## src/rtl/vga_pattern_gen.sv

```systemverilog
// vga_pattern_gen
//   Test-pattern source for a VGA controller. The controller supplies the
//   current pixel coordinate and a visible-area flag. This block returns the
//   pixel colour one clock later. The displayed mode changes only at the frame
//   boundary, where x==0 and y==0. Mode 5 is a 2-D bouncing block. It moves at
//   most one step per frame, and only when a move has been requested by the
//   free-running tick counter.
//
// Ports
//   clk_25M   in   1        pixel clock
//   reset     in   1        synchronous, active-high
//   sel       in   3        pattern select switches
//   block_en  in   1        forces bouncing-block mode (overrides sel)
//   x, y      in   COORD_W  current pixel column / row
//   active    in   1        visible-area flag
//   color     out  COLOR_W  registered pixel colour, 4R:4G:4B
//   mode      out  3        mode currently displayed (3'b101 = bounce)
module vga_pattern_gen #(
  parameter int H_ACTIVE  = 640,
  parameter int V_ACTIVE  = 480,
  parameter int COORD_W   = 11,
  parameter int COLOR_W   = 12,
  parameter int BAR_W     = 16,
  parameter int STRIPE_H  = 32,
  parameter int CORNER_SZ = 128,
  parameter int BLOCK_SZ  = 32,
  parameter int STEP      = 4,
  parameter int TICK_DIV  = 6_250_000
) (
  input  logic               clk_25M,
  input  logic               reset,
  input  logic [2:0]         sel,
  input  logic               block_en,
  input  logic [COORD_W-1:0] x,
  input  logic [COORD_W-1:0] y,
  input  logic               active,
  output logic [COLOR_W-1:0] color,
  output logic [2:0]         mode
);

  localparam int BAR_BIT = $clog2(BAR_W);
  localparam int TICK_W  = (TICK_DIV > 1) ? $clog2(TICK_DIV) : 1;

  localparam logic [TICK_W-1:0]  TICK_LAST = TICK_W'(TICK_DIV - 1);
  localparam logic [COORD_W:0]   LIM_X     = (COORD_W+1)'(H_ACTIVE - BLOCK_SZ);
  localparam logic [COORD_W:0]   LIM_Y     = (COORD_W+1)'(V_ACTIVE - BLOCK_SZ);
  localparam logic [COORD_W:0]   STEP_V    = (COORD_W+1)'(STEP);
  localparam logic [COORD_W:0]   BLK_V     = (COORD_W+1)'(BLOCK_SZ);
  localparam logic [COORD_W-1:0] STRIPE_Y  = COORD_W'(V_ACTIVE - STRIPE_H);
  localparam logic [COORD_W-1:0] CORNER_Y  = COORD_W'(CORNER_SZ);
  localparam logic [COORD_W-1:0] CORNER_X  = COORD_W'(H_ACTIVE - CORNER_SZ);
  localparam logic [COORD_W-1:0] POS_X_RST = COORD_W'((H_ACTIVE - BLOCK_SZ) / 2);

  localparam logic [COLOR_W-1:0] C_BLACK  = '0;
  localparam logic [COLOR_W-1:0] C_RED    = COLOR_W'(12'hF00);
  localparam logic [COLOR_W-1:0] C_GREEN  = COLOR_W'(12'h0F0);
  localparam logic [COLOR_W-1:0] C_BLUE   = COLOR_W'(12'h00F);
  localparam logic [COLOR_W-1:0] C_YELLOW = COLOR_W'(12'hFF0);
  localparam logic [COLOR_W-1:0] C_WHITE  = COLOR_W'(12'hFFF);

  localparam logic [2:0] MODE_BOUNCE = 3'd5;

  logic [TICK_W-1:0]  tick_cnt;
  logic               move_pend;
  logic [COORD_W-1:0] pos_x, pos_y;
  logic               dir_x, dir_y;          // 1 = moving towards the limit

  logic               fb, tick_tc, step_en, pend_nxt;
  logic [2:0]         mode_nxt;
  logic [COORD_W-1:0] pos_x_nxt, pos_y_nxt;
  logic               dir_x_nxt, dir_y_nxt;
  logic [COLOR_W-1:0] pattern;
  logic               in_block;

  // One step along one axis; returns {dir, pos}. The clamp to 0 or lim and
  // the direction flip happen together, so pos can never leave 0..lim.
  function automatic logic [COORD_W:0] step_axis(input logic [COORD_W-1:0] pos,
                                                 input logic dir,
                                                 input logic [COORD_W:0] lim);
    logic [COORD_W:0] ext;
    ext = {1'b0, pos};
    if (dir) begin
      if (ext + STEP_V >= lim) return {1'b0, lim[COORD_W-1:0]};
      return {1'b1, pos + STEP_V[COORD_W-1:0]};
    end
    if (ext <= STEP_V) return {1'b1, {COORD_W{1'b0}}};
    return {1'b0, pos - STEP_V[COORD_W-1:0]};
  endfunction

  assign fb      = (x == '0) && (y == '0);
  assign tick_tc = (tick_cnt == TICK_LAST);

  // The boundary pixel already belongs to the new frame. It is drawn with
  // the new mode and position, so the whole frame is consistent.
  always_comb begin
    mode_nxt  = fb ? (block_en ? MODE_BOUNCE : sel) : mode;
    step_en   = fb && move_pend && (mode_nxt == MODE_BOUNCE);
    // A tick on the same edge as a consumed request re-arms it for the next frame.
    pend_nxt  = tick_tc | (move_pend & ~step_en);
    pos_x_nxt = pos_x;
    pos_y_nxt = pos_y;
    dir_x_nxt = dir_x;
    dir_y_nxt = dir_y;
    if (step_en) begin
      {dir_x_nxt, pos_x_nxt} = step_axis(pos_x, dir_x, LIM_X);
      {dir_y_nxt, pos_y_nxt} = step_axis(pos_y, dir_y, LIM_Y);
    end
  end

  always_comb begin
    in_block = ({1'b0, x} >= {1'b0, pos_x_nxt}) && ({1'b0, x} < {1'b0, pos_x_nxt} + BLK_V) &&
               ({1'b0, y} >= {1'b0, pos_y_nxt}) && ({1'b0, y} < {1'b0, pos_y_nxt} + BLK_V);
    pattern = C_YELLOW;
    case (mode_nxt)
      3'd1:    pattern = x[BAR_BIT] ? C_WHITE : C_RED;
      3'd2:    pattern = (y >= STRIPE_Y) ? C_BLUE : C_BLACK;
      3'd3:    pattern = ((y < CORNER_Y) && (x >= CORNER_X)) ? C_GREEN : C_BLACK;
      3'd4:    pattern = (x[BAR_BIT] ^ y[BAR_BIT]) ? C_BLACK : C_WHITE;
      3'd5:    pattern = in_block ? C_RED : C_BLUE;
      default: pattern = C_YELLOW;
    endcase
  end

  always_ff @(posedge clk_25M) begin
    if (reset) begin
      color     <= C_BLACK;
      mode      <= 3'd0;
      tick_cnt  <= '0;
      move_pend <= 1'b0;
      pos_x     <= POS_X_RST;
      pos_y     <= '0;
      dir_x     <= 1'b1;
      dir_y     <= 1'b1;
    end else begin
      color     <= active ? pattern : C_BLACK;
      mode      <= mode_nxt;
      tick_cnt  <= tick_tc ? '0 : tick_cnt + 1'b1;
      move_pend <= pend_nxt;
      pos_x     <= pos_x_nxt;
      pos_y     <= pos_y_nxt;
      dir_x     <= dir_x_nxt;
      dir_y     <= dir_y_nxt;
    end
  end

endmodule
```

## config.mk

```make
export PLATFORM = sky130hd
export DESIGN_NAME = vga_pattern_gen
export DESIGN_NICKNAME = d
export VERILOG_FILES = /design/src/rtl/vga_pattern_gen.sv
export SDC_FILE = /design/constraint.sdc
export NUM_CORES = 1
export LEC_CHECK = 0
export BUFFER_PORTS_ARGS = -buffer_cell sky130_fd_sc_hd__clkbuf_2
export CORE_ASPECT_RATIO = 0.6
export CORE_UTILIZATION = 30
export DETAILED_ROUTE_END_ITERATION = 10
export PLACE_DENSITY = 0.52
export SLEW_MARGIN = 15
export SYNTH_ARGS = -nofsm -noshare
export SYNTH_HDL_FRONTEND = slang
export SYNTH_SLANG_ARGS = --single-unit
```

## constraint.sdc

```tcl
create_clock -name clk_25M -period 6.3 [get_ports clk_25M]
set_clock_uncertainty 0.2 [all_clocks]
set_input_delay 0.315 -clock clk_25M [delete_from_list [all_inputs] [get_ports clk_25M]]
set_output_delay 0.315 -clock clk_25M [all_outputs]
set_load 0.02 [all_outputs]
```

==> results of run 1 <==
## per-layer routing
layer,share of wire,vias to the layer above,track usage
met3,0.072,4,0.0501
met4,0.0044,0,0.0254
met5,0,-,0
met1,0.55,2027,0.273
met2,0.38,138,0.225
li1,-,2143,-
## power breakdown
group / total [uW] / internal (uW) / leakage (uW) / switching, uW
clock network: 370 / 239 / 0.0000971 / 131
registers: 350 / 345 / 0.000437 / 5.81
logic: 103 / 40.6 / 0.00143 / 61.9
## worst max-delay path: cells and delay by family (launching register included)
kind	cells	cell delay [ns]
adders and majority gates	3	0.75
buffers and inverters	1	0.16
AOI/OAI and AO/OA	8	1.63
DFF	1	0.48
and+or+nand+nor	7	1.72
xor gates and xnor gates	1	0.16
## logic make-up after synthesis
kind of cell | Yosys count
fa+ha+maj | 45
simple gates | 257
mux | 5
xor+xnor | 32
compound gates | 130
buf+inv | 58
flops | 54
## cells in the mapped netlist, types with 4 or more instances
cell type | instances | area share
nor2_1 | 83 | 0.068
dfxtp_1 | 54 | 0.23
ha_1 | 45 | 0.12
a21oi_1 | 34 | 0.037
nand2_1 | 34 | 0.028
inv_1 | 24 | 0.020
nand3_1 | 19 | 0.021
o21ai_0 | 17 | 0.018
xnor2_1 | 16 | 0.030
xor2_1 | 16 | 0.030
nor3_1 | 15 | 0.016
clkbuf_1 | 14 | 0.011
and3_1 | 13 | 0.018
nand2b_1 | 11 | 0.015
a31oi_1 | 10 | 0.014
a21o_1 | 9 | 0.015
buf_2 | 9 | 0.0098
buf_4 | 9 | 0.015
nand4_1 | 9 | 0.012
or3_1 | 9 | 0.012
and2_1 | 7 | 0.0095
nor3b_1 | 6 | 0.0098
nor4_1 | 6 | 0.0082
nor4_2 | 6 | 0.016
or2_2 | 6 | 0.0082
a211o_1 | 5 | 0.0095
a211oi_1 | 5 | 0.0082
nor2b_1 | 5 | 0.0068
o21ai_1 | 5 | 0.0054
a22oi_1 | 4 | 0.0065
## registers in the layout, summed over array words and instances (netlist names)
register	flops
color	3
dir_x	1
dir_y	1
mode	3
move_pend	1
pos_x	11
pos_y	11
tick_cnt	23
## final cells by class
type / count / area [um^2]
clock buffers: 6 / 139
clock inverters: 2 / 60.1
fillers: 1590 / 9620
inverters: 25 / 93.8
multi-input cells: 469 / 3250
flip-flops and latches: 54 / 1080
well taps: 198 / 248
repair buffers: 45 / 230
## final timing paths
check / from / end / slack, ns
max reg2reg: pos_x[2]$_SDFF_PP0_ / color[10]$_SDFF_PP0_ / 1.10
min: active / color[7]$_SDFF_PP0_ / 0.11
max: pos_x[2]$_SDFF_PP0_ / color[10]$_SDFF_PP0_ / 1.10
min reg2reg: tick_cnt[0]$_SDFF_PP0_ / tick_cnt[0]$_SDFF_PP0_ / 0.24
## per-stage QoR
step | hold slack, ns | total power [uW] | setup WS (ns) | cell area (um^2) | std cells
floorplan | 0.213 | 425 | 1.99 | 4600 | 581
global placement | 0.224 | 460 | 1.35 | 4900 | 791
detailed placement | 0.232 | 460 | 1.28 | 4900 | 791
CTS | 0.106 | 833 | 1.20 | 5100 | 799
global route | 0.111 | 866 | 0.845 | 5100 | 799
finish | 0.115 | 823 | 1.10 | 5100 | 799
==> reports/results.ini, run 1 <==
[route]
antenna_left=0
drt_iter0_markers=393
drt_wl_total_um=13400
dr.pass1.iters=5
via_per_inst=5.40
num_vias=4312
wl_per_cell_um=16.8
drc=0

[cts]
worst_skew_pair.late_latency_ns=0.29
clk_path_buf_depth=2
h-tree-depth=2
clockRootBuffer=clkbuf_16
cts_setup_buffers=0
numCtsBuffers=5
ctsHoldBuffers=0
cts_tree=built
clkSinkCount=54
path_clk_slew_ns=0.07
cts_resized=0

[die]
fp.dieH_um=97.9
ios=44
fp-row-count=34
initial_core_util=0.313
coreArea_mm2=0.0147
die_area_mm2=0.0159
die_x_um=162

[power]
peakVddDrop_mv=0.120
p_per_area_mw_per_mm2=161
leakage_uw=0.00197

[grt]
grt_pass1_wl_um=21500
grt_max_degree=31
grt_usage=0.172
grt_remaining_overflow=0
grt_pass1_vias=3930
grt_antenna_before_repair=0

[worst_setup_path]
criticalPathCategory=register to register
worstSetupEndpointType=register
crit_path_max_fanout=8
slowest_delay_ns=0.63
slowest_stage=a2111oi_2
start_kind=register
required_ns=6.29
crit_chain=ha_1 -> or3b_2 -> a2111oi_2 -> a21oi_1 -> o21ai_0 -> a21oi_1 -> o21ai_1 -> inv_1 -> ha_1 -> nand2_1 -> nor2_1 -> xor2_1 -> ha_1 -> and3_1 -> nand3_1 -> a21oi_1 -> a211oi_1 -> nor4b_1 -> o31ai_4 -> and3_1
r2r_cells=20
critPathArrivalTime_ns=5.19

[yosys]
syn_nets=655
async_flop_share=0
yosysWarnings=0
yosys.area_share.simple=0.306
muxShareOfSynthArea=0.0114
synth-compound-area-share=0.205
synthAdderAreaFrac=0.122
avgSynthCellArea_um2=7.92
synth.yosys.seq_area_share=0.235
synth_edf_count=0
ys_types=77
yosys_most_used_dff=dfxtp_1
syn_area_mm2=0.00460
synth-seq-cells=54
synth_top_family_by_area=simple AND/OR/NAND/NOR gates
netlist_instances=581
synth_xor_area_frac=0.0609

[finish]
drive_gt1_frac=0.153
layout.cells.most_common_list=nor2_1 (83), dfxtp_1 (54), ha_1 (45)
syn_to_final_growth_pct=10.9
final_util=0.347
fin_nets=674
n_antenna_cell=0
final_common_cell=nor2_1

[timing]
rsz0062_at_grt=no
finalMaxSlewViolations=0
finalSetupViolations=0
tns_ns=0
slew_headroom=0.487
min_period_ns=5.20
final-hold-violation-count=0
worst_pin_slew_ns=0.770
fin_crit_sh=0.825
max_freq_mhz=192

[place]
globalplace.congestion=0.885
place.port_buffers=43
dp_hpwl_um=10600

[worst_hold_path]
whs_path_depth=3
hp-class=input port to register

[run_status]
status=finished, final reports clean

[run]
maxCapViolCount=0

Note: power is estimated with default switching activity, not from simulation.
==> inputs of run 2 (changes only) <==
--- a/config.mk
+++ b/config.mk
@@ -9,7 +9,7 @@
 export CORE_ASPECT_RATIO = 0.6
 export CORE_UTILIZATION = 30
 export DETAILED_ROUTE_END_ITERATION = 10
-export PLACE_DENSITY = 0.52
+export PLACE_DENSITY = 0.54
 export SLEW_MARGIN = 15
 export SYNTH_ARGS = -nofsm -noshare
 export SYNTH_HDL_FRONTEND = slang
==> constraint.sdc (replaced) <==
create_clock -name clk_25M -period 4.46 [get_ports clk_25M]
set_clock_uncertainty 0.2 [all_clocks]
set_input_delay 0.223 -clock clk_25M [delete_from_list [all_inputs] [get_ports clk_25M]]
set_output_delay 0.223 -clock clk_25M [all_outputs]
set_load 0.02 [all_outputs]
==> reports/results.ini, run 2 (synthesis results as in run 1) <==
[run_status]
status=finished, final reports clean  ; unchanged

[finish]
layout.cells.most_common_list=nor2_1 (81), dfxtp_1 (47), ha_1 (43), clkbuf_2 (43), nand2_1 (34)  ; was nor2_1 (83), dfxtp_1 (54), ha_1 (45)
fin_nets=703  ; was 674
stdcell_count=828  ; was 799
drive_gt1_frac=0.233  ; was 0.153
largest_register_ffs=23  ; unchanged
regMostFlops=tick_cnt  ; unchanged
top_regs=tick_cnt x23, pos_x x11, pos_y x11  ; unchanged
final_common_cell=nor2_1  ; unchanged
syn_to_final_growth_pct=17.3  ; was 10.9%
n_antenna_cell=0  ; unchanged
stdcell_area_mm2=0.00540  ; was 0.00510 mm^2

[worst_setup_path]
criticalPathCategory=register to register  ; unchanged
crit_path_max_fanout=10  ; was 8
start_kind=register  ; unchanged
crit_family=compound AO/OA/AOI/OAI gates  ; was simple AND/OR/NAND/NOR gates
crit_cells=17  ; was 20
critPathArrivalTime_ns=4.30  ; was 5.19 ns
r2r_cells=17  ; was 20
worstSetupEndpointType=register  ; unchanged
reg2reg_from=pos_y[2]$_SDFF_PP0_  ; was pos_x[2]$_SDFF_PP0_
slowest_delay_ns=0.46  ; was 0.63 ns
required_ns=4.47  ; was 6.29 ns
crit_chain=and2_2 -> and4_1 -> mux2_2 -> a32oi_1 -> o22ai_2 -> inv_1 -> ha_1 -> o221ai_1 -> or2_1 -> xnor2_1 -> ha_1 -> nand4_1 -> a21oi_1 -> o22a_1 -> o41ai_2 -> a211o_1 -> a31oi_1  ; was ha_1 -> or3b_2 -> a2111oi_2 -> a21oi_1 -> o21ai_0 -> a21oi_1 -> o21ai_1 -> inv_1 -> ha_1 -> nand2_1 -> nor2_1 -> xor2_1 -> ha_1 -> and3_1 -> nand3_1 -> a21oi_1 -> a211oi_1 -> nor4b_1 -> o31ai_4 -> and3_1
worstReg2RegEnd=color[3]$_SDFF_PP0_  ; was color[10]$_SDFF_PP0_
reg2reg_slack_ns=0.17  ; was 1.10 ns
crit_buf_inv=1  ; unchanged
critPathLaunch=pos_y[2]$_SDFF_PP0_  ; was pos_x[2]$_SDFF_PP0_
worst_path_most_repeated_cell=ha_1
slowest_stage=mux2_2  ; was a2111oi_2
crit_end=color[3]$_SDFF_PP0_  ; was color[10]$_SDFF_PP0_

[route]
wl_met2_um=5450  ; was 5040 um
met3_length_um=903  ; was 965 um
antenna_left=0  ; unchanged
num_vias=4476  ; was 4312
top_layer=met4  ; unchanged
drt_iter0_markers=410  ; was 393
via_per_inst=5.41  ; was 5.40
wl_met1_um=7560  ; was 7340 um
dr.pass1.iters=5  ; unchanged
drt_wl_total_um=14000  ; was 13400 um
drc=0  ; unchanged
wl_per_cell_um=16.9  ; was 16.8 um

[timing]
finalSetupViolations=0  ; unchanged
fin_ws_ns=0.168  ; was 1.10 ns
max_freq_mhz=233  ; was 192 MHz
worst_pin_slew_ns=0.717  ; was 0.770 ns
min_period_ns=4.29  ; was 5.20 ns
final-hold-violation-count=0  ; unchanged
slew_headroom=0.522  ; was 0.487
finalMaxSlewViolations=0  ; unchanged
fin_crit_sh=0.962  ; was 0.825

[grt]
grt_usage=0.176  ; was 0.172
grt_pass1_vias=4047  ; was 3930
grt_max_degree=31  ; unchanged
grt_pass1_wl_um=22200  ; was 21500 um
grt_antenna_before_repair=0  ; unchanged
grt_remaining_overflow=0  ; unchanged

[die]
initial_core_util=0.313  ; unchanged
ios=44  ; unchanged
die_x_um=162  ; unchanged
fp-row-count=34  ; unchanged
die_area_mm2=0.0159  ; unchanged
coreArea_mm2=0.0147  ; unchanged
fp.dieH_um=97.9  ; unchanged

[cts]
path_clk_slew_ns=0.07  ; about the same
cts_tree=built  ; unchanged
clk_path_buf_depth=2  ; unchanged
numCtsBuffers=5  ; unchanged
worst_skew_pair.late_latency_ns=0.29  ; about the same
clockRootBuffer=clkbuf_16  ; unchanged
h-tree-depth=2  ; unchanged
clkSinkCount=54  ; unchanged

[place]
dp_hpwl_um=10900  ; was 10600 um
dp_slack_ns=-0.0349  ; was 1.28 ns
place.port_buffers=43  ; unchanged
place_area_mm2=0.00507  ; was 0.00490 mm^2
dp.cells=813  ; was 791
globalplace.congestion=0.913  ; was 0.885

[worst_hold_path]
min_from=active  ; unchanged
hp-class=input port to register  ; unchanged

[run]
maxCapViolCount=0  ; unchanged

[power]
leakage_uw=0.00212  ; was 0.00197 uW
peakVddDrop_mv=0.228  ; was 0.120 mV
p_per_area_mw_per_mm2=206  ; was 161 mW/mm^2

-- run 2: where the power goes --
group	leakage, uW	switching, uW	internal (uW)	total, uW
sequential	0.000437	6.69	487	494
clock	0.0000844	188	268	456
combinational	0.00160	95.8	65.3	161
total	0.00212	291	821	1110
-- run 2: cell type report --
cell class              count  area, um^2
fillers                  1568        9320
well taps                 198         248
repair buffers             74         448
flip-flops and latches     54        1090
clock inverters             3        47.5
multi-input cells         469        3340
clock buffers               5         125
inverters                  25        93.8
-- run 2: worst min path at each step --
| stage | endpoint | slack (ns) | cells after the start |
|---|---|---|---|
| detailed placement | tick_cnt[0]$_SDFF_PP0_ | 0.24 | 1 |
| global route | color[7]$_SDFF_PP0_ | 0.08 | 3 |
| global placement | tick_cnt[0]$_SDFF_PP0_ | 0.23 | 1 |
| finish | color[7]$_SDFF_PP0_ | 0.05 | 3 |
| floorplan | color[7]$_SDFF_PP0_ | 0.20 | 2 |
| CTS | color[7]$_SDFF_PP0_ | 0.04 | 3 |
-- run 2: worst reg2reg max path, cell delays in order, from the launching register on --
cell and delay [ns]:
dfxtp_2 0.41, and2_2 0.24, and4_1 0.26, mux2_2 0.46, a32oi_1 0.26, o22ai_2 0.13, inv_1 0.07, ha_1 0.20
o221ai_1 0.19, or2_1 0.27, xnor2_1 0.13, ha_1 0.29, nand4_1 0.10, a21oi_1 0.19, o22a_1 0.21, o41ai_2 0.09
a211o_1 0.30, a31oi_1 0.21
-- run 2: timing repair --
| action | in CTS | in global routing |
|---|---|---|
| pin swaps | 0 | 7 |
| setup endpoints to repair | 2 | 2 |
| setup buffers | 0 | 7 |
| hold buffers | 0 | 0 |
| gates resized for setup | 1 | 27 |
| cloned | 0 | 0 |
-- run 2: metrics by stage --
step / setup TNS, ns / util / hold WS (ns) / power, uW
floorplan: 0 / - / 0.197 / 600
global placement: 0 / 0.344 / 0.231 / 655
detailed placement: -0.0572 / 0.344 / 0.235 / 656
CTS: 0 / 0.356 / 0.0435 / 1110
global route: -0.0208 / 0.367 / 0.0829 / 1160
finish: 0 / 0.367 / 0.0476 / 1110
-- run 2: layer usage --
layer	vias up	GRT usage
met5	-	0
met4	0	0.0218
met3	9	0.0302
met2	139	0.239
met1	2130	0.286
li1	2198	-
==> inputs of run 3 (changes only) <==
--- a/config.mk
+++ b/config.mk
@@ -7,9 +7,11 @@
 export LEC_CHECK = 0
 export BUFFER_PORTS_ARGS = -buffer_cell sky130_fd_sc_hd__clkbuf_2
 export CORE_ASPECT_RATIO = 0.6
-export CORE_UTILIZATION = 30
+export CORE_UTILIZATION = 55
+export CTS_BUF_LIST = sky130_fd_sc_hd__clkbuf_16
 export DETAILED_ROUTE_END_ITERATION = 10
-export PLACE_DENSITY = 0.54
+export HOLD_SLACK_MARGIN = 0.1
+export PLACE_DENSITY = 0.84
 export SLEW_MARGIN = 15
 export SYNTH_ARGS = -nofsm -noshare
 export SYNTH_HDL_FRONTEND = slang
==> reports/results.ini, run 3 (synthesis results as in run 1) <==
[finish]
final_common_cell=nor2_1  ; unchanged
top_regs=tick_cnt x23, pos_x x11, pos_y x11  ; unchanged
fillCellCount=678  ; was 1568
final_util=0.651  ; was 0.367
syn_to_final_growth_pct=12.9  ; was 17.3%
layout.cells.most_common_list=nor2_1 (83), dfxtp_1 (48), ha_1 (44)  ; was nor2_1 (81), dfxtp_1 (47), ha_1 (43), clkbuf_2 (43), nand2_1 (34)
register_area_mm2=0.00109  ; about the same
largest_register_ffs=23  ; unchanged
multi_input_area_mm2=0.00329  ; was 0.00334 mm^2
fin_nets=700  ; was 703
n_antenna_cell=0  ; unchanged
regMostFlops=tick_cnt  ; unchanged
drive_gt1_frac=0.204  ; was 0.233
stdcell_area_mm2=0.00519  ; was 0.00540 mm^2

[die]
coreArea_mm2=0.00798  ; was 0.0147 mm^2
die_area_mm2=0.00875  ; was 0.0159 mm^2
fp-row-count=25  ; was 34
fp.dieH_um=72.8  ; was 97.9 um
initial_core_util=0.577  ; was 0.313
ios=44  ; unchanged
die_x_um=120  ; was 162 um

[worst_setup_path]
start_kind=register  ; unchanged
critPathArrivalTime_ns=4.31  ; was 4.30 ns
crit_path_max_fanout=12  ; was 10
slowest_delay_ns=0.45  ; was 0.46 ns
crit_buf_inv=1  ; unchanged
crit_chain=and3_1 -> and4_1 -> mux2_2 -> a32oi_1 -> o22ai_2 -> inv_1 -> ha_1 -> o221ai_1 -> or2_1 -> xnor2_1 -> ha_1 -> nand4_1 -> a21oi_1 -> o22a_1 -> o41ai_2 -> a211o_1 -> and3_1  ; was and2_2 -> and4_1 -> mux2_2 -> a32oi_1 -> o22ai_2 -> inv_1 -> ha_1 -> o221ai_1 -> or2_1 -> xnor2_1 -> ha_1 -> nand4_1 -> a21oi_1 -> o22a_1 -> o41ai_2 -> a211o_1 -> a31oi_1
crit_family=compound AO/OA/AOI/OAI gates  ; unchanged
criticalPathCategory=register to register  ; unchanged
required_ns=4.46  ; was 4.47 ns
worstSetupEndpointType=register  ; unchanged
slowest_stage=mux2_2  ; unchanged

[cts]
h-tree-depth=2  ; unchanged
clkSinkCount=54  ; unchanged
numCtsBuffers=5  ; unchanged
clk_path_buf_depth=2  ; unchanged
worst_skew_pair.late_latency_ns=0.31  ; was 0.29 ns
path_clk_slew_ns=0.08  ; was 0.07 ns
cts_tree=built  ; unchanged
clockRootBuffer=clkbuf_16  ; unchanged

[place]
place.port_buffers=43  ; unchanged
dp_hpwl_um=10400  ; was 10900 um
place_area_mm2=0.00495  ; was 0.00507 mm^2
dp_slack_ns=-0.0290  ; was -0.0349 ns
globalplace.congestion=1.04  ; was 0.913

[timing]
worst_pin_slew_ns=0.692  ; was 0.717 ns
fin_crit_sh=0.966  ; was 0.962
fin_ws_ns=0.150  ; was 0.168 ns
finalSetupViolations=0  ; unchanged
finalMaxSlewViolations=0  ; unchanged
min_period_ns=4.31  ; was 4.29 ns
slew_headroom=0.539  ; was 0.522
hold_slack_ns=0.162  ; was 0.0476 ns
final-hold-violation-count=0  ; unchanged
max_freq_mhz=232  ; was 233 MHz

[power]
leakage_uw=0.00208  ; was 0.00212 uW
p_int_uw=764  ; was 821 uW
p_clk_frac=0.388  ; was 0.411
switching_share=0.281  ; was 0.262
pwr-share-seq=0.466  ; was 0.444
peakVddDrop_mv=0.149  ; was 0.228 mV
combPwrFrac=0.146  ; was 0.145
p_per_area_mw_per_mm2=205  ; was 206 mW/mm^2
power.switching_uw=299  ; was 291 uW

[grt]
grt_antenna_before_repair=0  ; unchanged
grt_usage=0.313  ; was 0.176
grt_remaining_overflow=0  ; unchanged
grt_pass1_wl_um=21200  ; was 22200 um
grt_pass1_vias=4146  ; was 4047
grt_max_degree=31  ; unchanged

[route]
antenna_left=0  ; unchanged
wl_per_cell_um=18.1  ; was 16.9 um
dr.pass1.iters=5  ; unchanged
via_per_inst=6.32  ; was 5.41
drc=0  ; unchanged
drt_iter0_markers=455  ; was 410
drt_wl_total_um=13300  ; was 14000 um
num_vias=4647  ; was 4476

[run_status]
status=finished, final reports clean  ; unchanged

[worst_hold_path]
hp-class=input port to register  ; unchanged

[run]
maxCapViolCount=0  ; unchanged

-- run 3: changes by cell type in the layout (fill, tap and decap cells not counted), sizes merged --
cell         before  now
buf              31   26
inv              26   27
bufinv            1    0
dlygate4sd3       0    2
-- run 3: path summary, 6_finish.rpt --
check,startpoint,endpoint,slack (ns),cells past startpoint
setup / recovery,pos_y[5]$_SDFF_PP0_,color[10]$_SDFF_PP0_,0.15,17
hold / removal,x[4],color[7]$_SDFF_PP0_,0.16,3
setup reg to reg,pos_y[5]$_SDFF_PP0_,color[10]$_SDFF_PP0_,0.15,17
hold reg to reg,tick_cnt[0]$_SDFF_PP0_,tick_cnt[0]$_SDFF_PP0_,0.26,1
-- run 3: per-layer routing --
layer  GRT usage  part of all wire
met1       0.454              0.46
met2       0.449              0.40
met3      0.0914              0.12
met4      0.0778             0.015
met5           0                 0
-- run 3: area by class of cell --
cell class | instances | share of cell area
clock inverter | 3 | 0.00506
inverter | 25 | 0.0181
clock buffer | 5 | 0.0241
sequential | 54 | 0.210
multi-input combinational | 469 | 0.634
timing repair buffer | 71 | 0.0829
tap | 108 | 0.0260
-- run 3: repair_timing --
action,4_1_cts,5_1_grt
setup buffers,0,3
hold buffers,2,0
endpoints found under the hold margin,2,0
pin swaps,0,5
resized for setup,1,15
setup endpoints to repair,1,2
-- run 3: power by group through the flow --
stage | clock (uW) | sequential [uW] | combinational [uW]
floorplan | 0 | 502 | 97.4
global placement | 0 | 506 | 142
detailed placement | 0 | 506 | 146
CTS | 417 | 495 | 149
global route | 436 | 496 | 169
finish | 413 | 495 | 155
-- run 3: per-stage QoR --
step | cells | total power, uW | setup TNS [ns]
3_5_place_dp | 722 | 652 | -0.0290
5_1_grt | 735 | 1100 | -0.0223
6_report | 735 | 1060 | 0
3_3_place_gp | 722 | 648 | 0
2_1_floorplan | 581 | 600 | 0
4_1_cts | 732 | 1060 | 0
-- run 3: worst reg2reg max path, stage by stage (launching register included) --
cell and delay [ns]:
dfxtp_4 0.43, and3_1 0.24, and4_1 0.25, mux2_2 0.45, a32oi_1 0.31, o22ai_2 0.16
inv_1 0.08, ha_1 0.18, o221ai_1 0.17, or2_1 0.27, xnor2_1 0.16, ha_1 0.32
nand4_1 0.10, a21oi_1 0.14, o22a_1 0.18, o41ai_2 0.09, a211o_1 0.31, and3_1 0.17
